### src/rtl/sync_pkg.sv
// Shared types and helpers for the clk_tx-side transmit scheduler.
package sync_pkg;

  typedef enum logic [1:0] {
    IDLE     = 2'd0,
    LAUNCH   = 2'd1,
    WAIT_ACK = 2'd2,
    WAIT_REL = 2'd3
  } state_t;

  localparam int DEFAULT_TIMEOUT = 64;

  // Index width, never below 1 so single-bit fields stay legal.
  function automatic int clog2(input int n);
    int r;
    int p;
    r = 0;
    p = 1;
    while (p < n) begin
      p = p * 2;
      r++;
    end
    return (r < 1) ? 1 : r;
  endfunction

endpackage

### src/rtl/rr_arbiter.sv
// Combinational round-robin pick: first set request at or after ptr, with wrap-around.
module rr_arbiter #(
  parameter int NUM_REQ = 4,
  parameter int IDX_W   = 2
) (
  input  logic [NUM_REQ-1:0] req,
  input  logic [IDX_W-1:0]   ptr,
  output logic [NUM_REQ-1:0] grant,
  output logic [IDX_W-1:0]   idx,
  output logic               valid
);

  logic [IDX_W-1:0] j;

  always_comb begin
    grant = '0;
    idx   = '0;
    valid = 1'b0;
    j     = '0;
    for (int k = 0; k < NUM_REQ; k++) begin
      j = IDX_W'((int'(ptr) + k) % NUM_REQ);
      if (!valid && req[j]) begin
        valid    = 1'b1;
        grant[j] = 1'b1;
        idx      = j;
      end
    end
  end

endmodule

### src/rtl/sync_tx_sched.sv
// Round-robin scheduler feeding one sync_multi transmit port through the v/f handshake.
//  state    | meaning
//  IDLE     | waiting for a request with f low; grants and captures the word
//  LAUNCH   | word stable on in_data; raise v next edge, clear timer
//  WAIT_ACK | v high until f seen high
//  WAIT_REL | v low until f seen low
module sync_tx_sched
  import sync_pkg::*;
#(
  parameter int NUM_REQ    = 4,
  parameter int DATA_WIDTH = 8,
  parameter int TIMEOUT    = DEFAULT_TIMEOUT,
  localparam int IDX_W     = clog2(NUM_REQ),
  localparam int TMR_W     = clog2(TIMEOUT + 1)
) (
  input  logic                          clk_tx,
  input  logic                          reset,
  input  logic [NUM_REQ-1:0]            req,
  input  logic [NUM_REQ*DATA_WIDTH-1:0] req_data,
  output logic [NUM_REQ-1:0]            gnt,
  output logic [DATA_WIDTH-1:0]         in_data,
  output logic                          v,
  input  logic                          f,
  output logic                          busy,
  output logic [IDX_W-1:0]              src_id,
  output logic                          err
);

  state_t               state;
  logic [IDX_W-1:0]     ptr;
  logic [TMR_W-1:0]     timer;
  logic [NUM_REQ-1:0]   arb_grant;
  logic [IDX_W-1:0]     arb_idx;
  logic                 arb_valid;
  logic [DATA_WIDTH-1:0] sel_word;
  logic [IDX_W-1:0]     ptr_next;

  rr_arbiter #(
    .NUM_REQ (NUM_REQ),
    .IDX_W   (IDX_W)
  ) u_arb (
    .req   (req),
    .ptr   (ptr),
    .grant (arb_grant),
    .idx   (arb_idx),
    .valid (arb_valid)
  );

  // One-hot AND-OR mux keeps the word select free of variable part-selects.
  always_comb begin
    sel_word = '0;
    for (int i = 0; i < NUM_REQ; i++) begin
      if (arb_grant[i]) sel_word = sel_word | req_data[i*DATA_WIDTH +: DATA_WIDTH];
    end
  end

  assign ptr_next = (arb_idx == IDX_W'(NUM_REQ - 1)) ? '0 : arb_idx + IDX_W'(1);
  assign busy     = (state != IDLE);

  always_ff @(posedge clk_tx or negedge reset) begin
    if (!reset) begin
      state   <= IDLE;
      gnt     <= '0;
      in_data <= '0;
      v       <= 1'b0;
      src_id  <= '0;
      err     <= 1'b0;
      ptr     <= '0;
      timer   <= '0;
    end else begin
      gnt <= '0;
      case (state)
        IDLE: begin
          if (arb_valid && !f) begin
            gnt     <= arb_grant;
            in_data <= sel_word;
            src_id  <= arb_idx;
            ptr     <= ptr_next;
            state   <= LAUNCH;
          end
        end
        LAUNCH: begin
          v     <= 1'b1;
          timer <= '0;
          state <= WAIT_ACK;
        end
        WAIT_ACK, WAIT_REL: begin
          // Timeout wins over any handshake event in the same cycle; timer parks at TIMEOUT.
          if (timer >= TMR_W'(TIMEOUT - 1)) begin
            err   <= 1'b1;
            v     <= 1'b0;
            timer <= TMR_W'(TIMEOUT);
            state <= IDLE;
          end else begin
            timer <= timer + TMR_W'(1);
            if (state == WAIT_ACK && f) begin
              v     <= 1'b0;
              state <= WAIT_REL;
            end else if (state == WAIT_REL && !f) begin
              state <= IDLE;
            end
          end
        end
        default: state <= IDLE;
      endcase
    end
  end

endmodule

### config.mk
export PLATFORM = sky130hd
export DESIGN_NAME = sync_tx_sched
export DESIGN_NICKNAME = d
export VERILOG_FILES = /design/src/rtl/sync_pkg.sv /design/src/rtl/rr_arbiter.sv /design/src/rtl/sync_tx_sched.sv
export SDC_FILE = /design/constraint.sdc
export NUM_CORES = 1
export LEC_CHECK = 0
export CORE_ASPECT_RATIO = 0.8
export CORE_UTILIZATION = 40
export DETAILED_ROUTE_END_ITERATION = 8
export PLACE_DENSITY = 0.71
export SLEW_MARGIN = 0
export SYNTH_ARGS = -nofsm -noshare
export SYNTH_HDL_FRONTEND = slang
export SYNTH_HIERARCHICAL = 1
export SYNTH_SLANG_ARGS = --single-unit
export TNS_END_PERCENT = 30
### constraint.sdc
create_clock -name clk_tx -period 6.2 [get_ports clk_tx]
set_input_delay 1.24 -clock clk_tx [delete_from_list [all_inputs] [get_ports clk_tx]]
set_output_delay 1.24 -clock clk_tx [all_outputs]
set_load 0.005 [all_outputs]
Word level (Yosys, flattened, before mapping)
Cells that the tools add are included.

$add $sub $neg: 5. Order comparisons: 9. Equal/unequal tests: 7. Multiplexer cells: 45. Bitwise logic cells: 6. Reductions and logical operators: 22.

Operators by type and width (count): 8-bit two-way mux (4); 4-bit two-way mux (6); 8-bit OR (3); 2-bit two-way mux (9); 1-bit two-way mux (14); 7-bit case mux with 2 select lines (1); 2-bit by 3-bit < comparator with 1-bit output, second input constant (4); 4-bit OR (3); 1-bit logical AND (10); 1-bit binary-select mux with 2-bit select (4); 1-bit demux with 2-bit select (4); 2-bit by 1-bit >= comparator with 1-bit output, second input constant (4); 2-bit AND reduction (4); 7-bit by 1-bit adder with 7-bit output, second input constant (1); 7-bit by 6-bit >= comparator with 1-bit output, second input constant (1); 7-bit two-way mux (1); 2-bit == test, second input constant (3); 2-bit case mux with 3 select lines (1); 2-bit by 1-bit adder with 2-bit output, second input constant (2); 2-bit adder, second input constant (2); 1-bit logical NOT (4); 4-bit inequality test, second input constant (1); 2-bit nonzero test (2); 3-bit inequality test, second input constant (1); other kinds (5) (5).

Register bits after elaboration: 27. Input bits: 39. Output and inout bits: 17. Word-level logic and storage cells: 102.

Depth between registers and ports, before layout
Depth in word-level cells: 19. Mapped depth: 11. Mapped depth without buffers: 9.

Cells and area by module
The synthesis kept the hierarchy.

Modules (own cells, without submodules): sync_tx_sched (instances 1, cells each 126, area each 1355.0 sq um, sequential area each 675.6 sq um); rr_arbiter (instances 1, cells each 45, area each 419.2 sq um, sequential area each 0.0 sq um).

Least setup slack after synthesis
OpenSTA, ideal clock, no wires.

Path type: input port to flip-flop. Start: in req[2]. End: reg ptr[1]. Setup time: 0.125 ns. Arrival: 2.969 ns. Data required time: 6.075 ns. Path slack: 3.106 ns. Stages on the path: 7. Buffers on the path: 1. Path through: mux4_2 buf_6 nor4b_4 nor2_1 a32o_1 ha_1 mux2_2.

Cells in the longest elaborated chain, start to end: 14. Elaborated cells between the ends (all ways): 27. Those cells by class: add/sub: 1; eq/ne: 1; mux: 17; reduce/logical: 8.

RTL lines: from (decl) (line sync_tx_sched.sv:18) `input logic [NUM_REQ-1:0] req,`; 1-bit binary-select mux with 2-bit select (line rr_arbiter.sv:22) `if (!valid && req[j]) begin`; 1-bit two-way mux (not written as such) (line rr_arbiter.sv:22); 1-bit two-way mux (line rr_arbiter.sv:22); 1-bit logical NOT (line rr_arbiter.sv:22); 1-bit logical AND (line rr_arbiter.sv:22); 1-bit two-way mux (line rr_arbiter.sv:22); 1-bit logical NOT (line rr_arbiter.sv:22); 1-bit logical AND (line rr_arbiter.sv:22); 1-bit two-way mux (line rr_arbiter.sv:22); 1-bit logical NOT (line rr_arbiter.sv:22); 1-bit logical AND (line rr_arbiter.sv:22); 2-bit two-way mux (*) (line rr_arbiter.sv:22); named net arb_idx[1] (line sync_tx_sched.sv:33) `logic [IDX_W-1:0] arb_idx;`; 2-bit by 1-bit adder with 2-bit output / 2-bit == test (equally long branches) (line sync_tx_sched.sv:57) `assign ptr_next = (arb_idx == IDX_W'(NUM_REQ - 1)) ? '0 : arb_idx + IDX_W'(1);`; 2-bit two-way mux (*) (line sync_tx_sched.sv:57); named net ptr_next[1] (line sync_tx_sched.sv:36) `logic [IDX_W-1:0] ptr_next;`; to (signal assigned) (line sync_tx_sched.sv:78) `ptr <= ptr_next;`; to (decl) (line sync_tx_sched.sv:30) `logic [IDX_W-1:0] ptr;`.

Mark *: on every way through the listed nets, which the timed path passes. The rest lies on a longest branch. The select of a mux whose other input is x is not followed. A chain may end at the register's enable or synchronous reset.

Worst setup path in the final report
Start: in req[2]. End: reg in_data[1].

Elaborated cells between the ends (all ways): 34. Those cells by class: mux: 20; bitwise: 6; reduce/logical: 8.

RTL lines: 1-bit binary-select mux with 2-bit select (line rr_arbiter.sv:22); 1-bit two-way mux (not written as such) (line rr_arbiter.sv:22); 1-bit two-way mux (line rr_arbiter.sv:22); 1-bit logical NOT (line rr_arbiter.sv:22); 1-bit logical AND (line rr_arbiter.sv:22); 1-bit two-way mux (line rr_arbiter.sv:22); 1-bit logical NOT (line rr_arbiter.sv:22); 1-bit logical AND (line rr_arbiter.sv:22); 1-bit two-way mux (line rr_arbiter.sv:22); 1-bit logical NOT (line rr_arbiter.sv:22); 1-bit logical AND (line rr_arbiter.sv:22); 4-bit two-way mux (*) (line rr_arbiter.sv:22); named net arb_grant[3] (line sync_tx_sched.sv:32) `logic [NUM_REQ-1:0] arb_grant;`; 8-bit two-way mux (*) (line sync_tx_sched.sv:53) `if (arb_grant[i]) sel_word = sel_word | req_data[i*DATA_WIDTH +: DATA_WIDTH];`; to (signal assigned) (line sync_tx_sched.sv:76) `in_data <= sel_word;`; to (decl) (line sync_tx_sched.sv:21) `output logic [DATA_WIDTH-1:0] in_data,`.

Marks and branches as above.

==> run_results.csv <==
group,metric,value,unit
global_routing,grt_overflow_total,0,
cells_and_area,n_antenna_cell,0,
route,detailroute.via_count,1529,
synthesis,ys_ff_latch,27,
floorplanning,die_area,4708,µm²
power_and_ir_drop,power_per_standard_cell_area,451.6,nW/µm²
floorplanning,die_h,61.57,µm
job,max-cap-violations,0,
sta,timing.final.hold_violations,0,
floorplanning,initial_core_util,41.94,%
placement,hpwl,2827,µm
synthesis,synth_area,1774,µm²
worst_setup_path,worst_ep_required_time,6400,ps
clock_network,tritoncts,"yes",
worst_setup_path,crit_path_end_kind,"register",
clock_network,clock_latency,270,ps
sta,slew_headroom,23.14,%
clock_network,clock_tree.buffer_depth,2,
route,route.detailed.drc,0,
synthesis,synth_most_common_cell,"dfrtp_1",
clock_network,clk_pin_slew,90,ps
route,detail_route.vias_per_cell,5.480,
clock_network,clk_root_buffer_cell,"clkbuf_8",
route,drt-pass1-iter-count,4,
sta,timing.fmax,258.0,MHz
cells_and_area,final_cell_area,2392,µm²
worst_setup_path,critical_path_peak_fanout,10,
cells_and_area,layout-area-overhead-vs-synth,34.84,%
synthesis,postSynth.asyncResetShare,100.0,%
clock_network,clock_sinks,27,
floorplanning,boundaryPins,56,
clock_network,cts-hold-fix-buffers,0,
worst_setup_path,arrival,4080,ps
synthesis,number_of_enable_flip_flop_cells_after_synthesis,0,
cells_and_area,post_layout_nonfiller_instances,279,
power_and_ir_drop,vdd_ir_drop_max,0.2138,mV
synthesis,yosys.area.top_type,"dfrtp_1",
sta,setup_violations,0,
run_status,result_of_the_run,"finished clean",
clock_network,cts_htree_levels,1,
cells_and_area,finish.net_count,269,
synthesis,synth_nets,217,
synthesis,yosys-top-cells-count,"27 x dfrtp_1, 25 x a22oi_1, 14 x nor2_1",
synthesis,post_synth_inst_count,171,
global_routing,grt.total_usage,17.60,%
sta,setup_repair_after_global_routing_missed_its_margin,"false",
synthesis,synth_top_area_share,38.08,%
clock_network,tritoncts.num_buffers,3,
floorplanning,chipWidth,76.46,µm
synthesis,synth-main-ff-cell,"dfrtp_1",
clock_network,cts_post_setup_buffers_inserted,0,
floorplanning,std_cell_rows,21,
sta,finalClockSkew,1.452,ps
route,drt_iter0_drc,83,
worst_hold_path,hp-class,"register to register",
route,drt-wirelength-per-cell,13.75,µm
synthesis,ys_types,41,
power_and_ir_drop,total_power,0.001080,W
worst_setup_path,worst-setup-path-type,"input pin to register",
global_routing,grt_max_degree,28,
sta,timing_worst_slew_pin_value,1141,ps
sta,finalMaxSlewViolations,0,
cells_and_area,ff_latch_area,675.6,µm²
clock_network,post_cts_sizing,0,
sta,finalCritPeriodShare,62.51,%
global_routing,number_of_antenna_violations_at_the_first_check_in_global_routing,0,
placement,placement.io_buffers,55,
synthesis,postSynthAreaPerCell,10.38,µm²
synthesis,yosysWarnings,6,
global_routing,grt_first_pass_wirelength,6506,µm
power_and_ir_drop,power_leakage,0.9511,nW
cells_and_area,multi_input_area,989.7,µm²
cells_and_area,drive_above_1_share,10.81,%
sta,fin_setup_tns,0,ps
route,totalWireLength,3835,µm
worst_setup_path,critPathLaunchType,"input pin",
sta,final_period_minus_worst_setup_slack,3876,ps
placement,gpl.final_weighted_congestion,0.7835,
global_routing,via_count_of_the_first_global_routing_pass,1451,
route,ant_nets,0,
synthesis,sequential_element_share_of_the_synthesized_area,38.08,%
cells_and_area,finish.utilization,56.55,%
placement,postPlaceCellArea,2344,µm²
cells_and_area,final.fill_count,369,
synthesis,synth_top_area_cells,"dfrtp_1 38%, a22oi_1 11%, a31oi_2 4.9%, ha_1 4.9%, mux2_2 3.8%",
floorplanning,core_area,4230,µm²
placement,dp_cells,275,
==> cell families after synthesis <==
logic type / Yosys count / share of synthesized area, %
and+or+nand+nor: 43 / 14.60
muxes: 11 / 9.873
buffers and inverters: 21 / 6.135
adders and majority gates: 7 / 4.936
DFF: 27 / 38.08
AOI/OAI and AO/OA: 62 / 26.38
==> registers in the layout, indices dropped and copies added, names as in the netlist <==
signal   flops
in_data      8
timer        7
v            1
ptr          2
src_id       2
err          1
state        2
gnt          4
==> critical path, cell delays in order <==
cell and delay [ps]:
clkdlybuf4s50_1 480, mux4_2 630, and2b_2 300, a22oi_1 70
o21ai_0 890, a22oi_1 230, a31oi_2 240
==> layout make-up <==
type                    count  area share, %
flip-flops and latches     27          28.24
repair buffers             57          23.64
well taps                  57          2.981
multi-input cells         123          41.37
clock buffers               3          1.726
clock inverters             1         0.3138
inverters                  11          1.726
==> cell usage in the layout (no fill, tap or decap), types with 2 or more instances in the layout <==
cell and count:
nand2b_1 2, o31ai_1 3, mux4_1 2, clkdlybuf4s50_1 55
nor4b_4 2, a22oi_1 25, o21ai_0 10, a21oi_1 4
nor2_1 14, ha_1 7, inv_1 11, buf_4 2
mux2_2 6, a31oi_2 7, o21bai_1 3, o211ai_1 3
dfrtp_1 27, mux4_2 2, and2_1 4, nand2_1 7
nand3_1 3, clkbuf_8 3
==> final timing paths <==
kind	startpoint	to	slack (ps)	cells past startpoint
max in group asynchronous	reset	in_data[4]$_DFFE_PN0P_	4610	2
hold / removal	err$_DFFE_PN0P_	err$_DFFE_PN0P_	480	1
setup reg to reg	ptr[0]$_DFFE_PN0P_	in_data[1]$_DFFE_PN0P_	2740	8
hold reg to reg	err$_DFFE_PN0P_	err$_DFFE_PN0P_	480	1
min in group asynchronous	reset	src_id[1]$_DFFE_PN0P_	1330	2
setup / recovery	req[2]	in_data[1]$_DFFE_PN0P_	2320	7
==> per-layer routing <==
metal  GRT usage [%]  vias to the layer above  part of all wire (%)
met4           4.121                        0                  0.44
met2           29.73                       55                    45
met1           22.60                      724                    47
met5               0                        -                     0
met3           5.481                        2                   7.5
li1                -                      748                     -
==> power by group <==
| part | switching (W) | total (W) | internal (W) |
|---|---|---|---|
| Clock | 0.0000561 | 0.000102 | 0.0000456 |
| Sequential | 0.0000817 | 0.000325 | 0.000243 |
| Combinational | 0.000329 | 0.000654 | 0.000325 |
| Total | 0.000466 | 0.00108 | 0.000614 |
==> metrics by stage <==
step           hold WS [ps]  worst slack (ps)
4_1_cts               491.3              2302
5_1_grt               509.4              2098
2_1_floorplan         451.0              3106
6_report              477.9              2324
3_3_place_gp          441.5              2054
3_5_place_dp          470.0              2009
(Power assumes the default switching activity.)
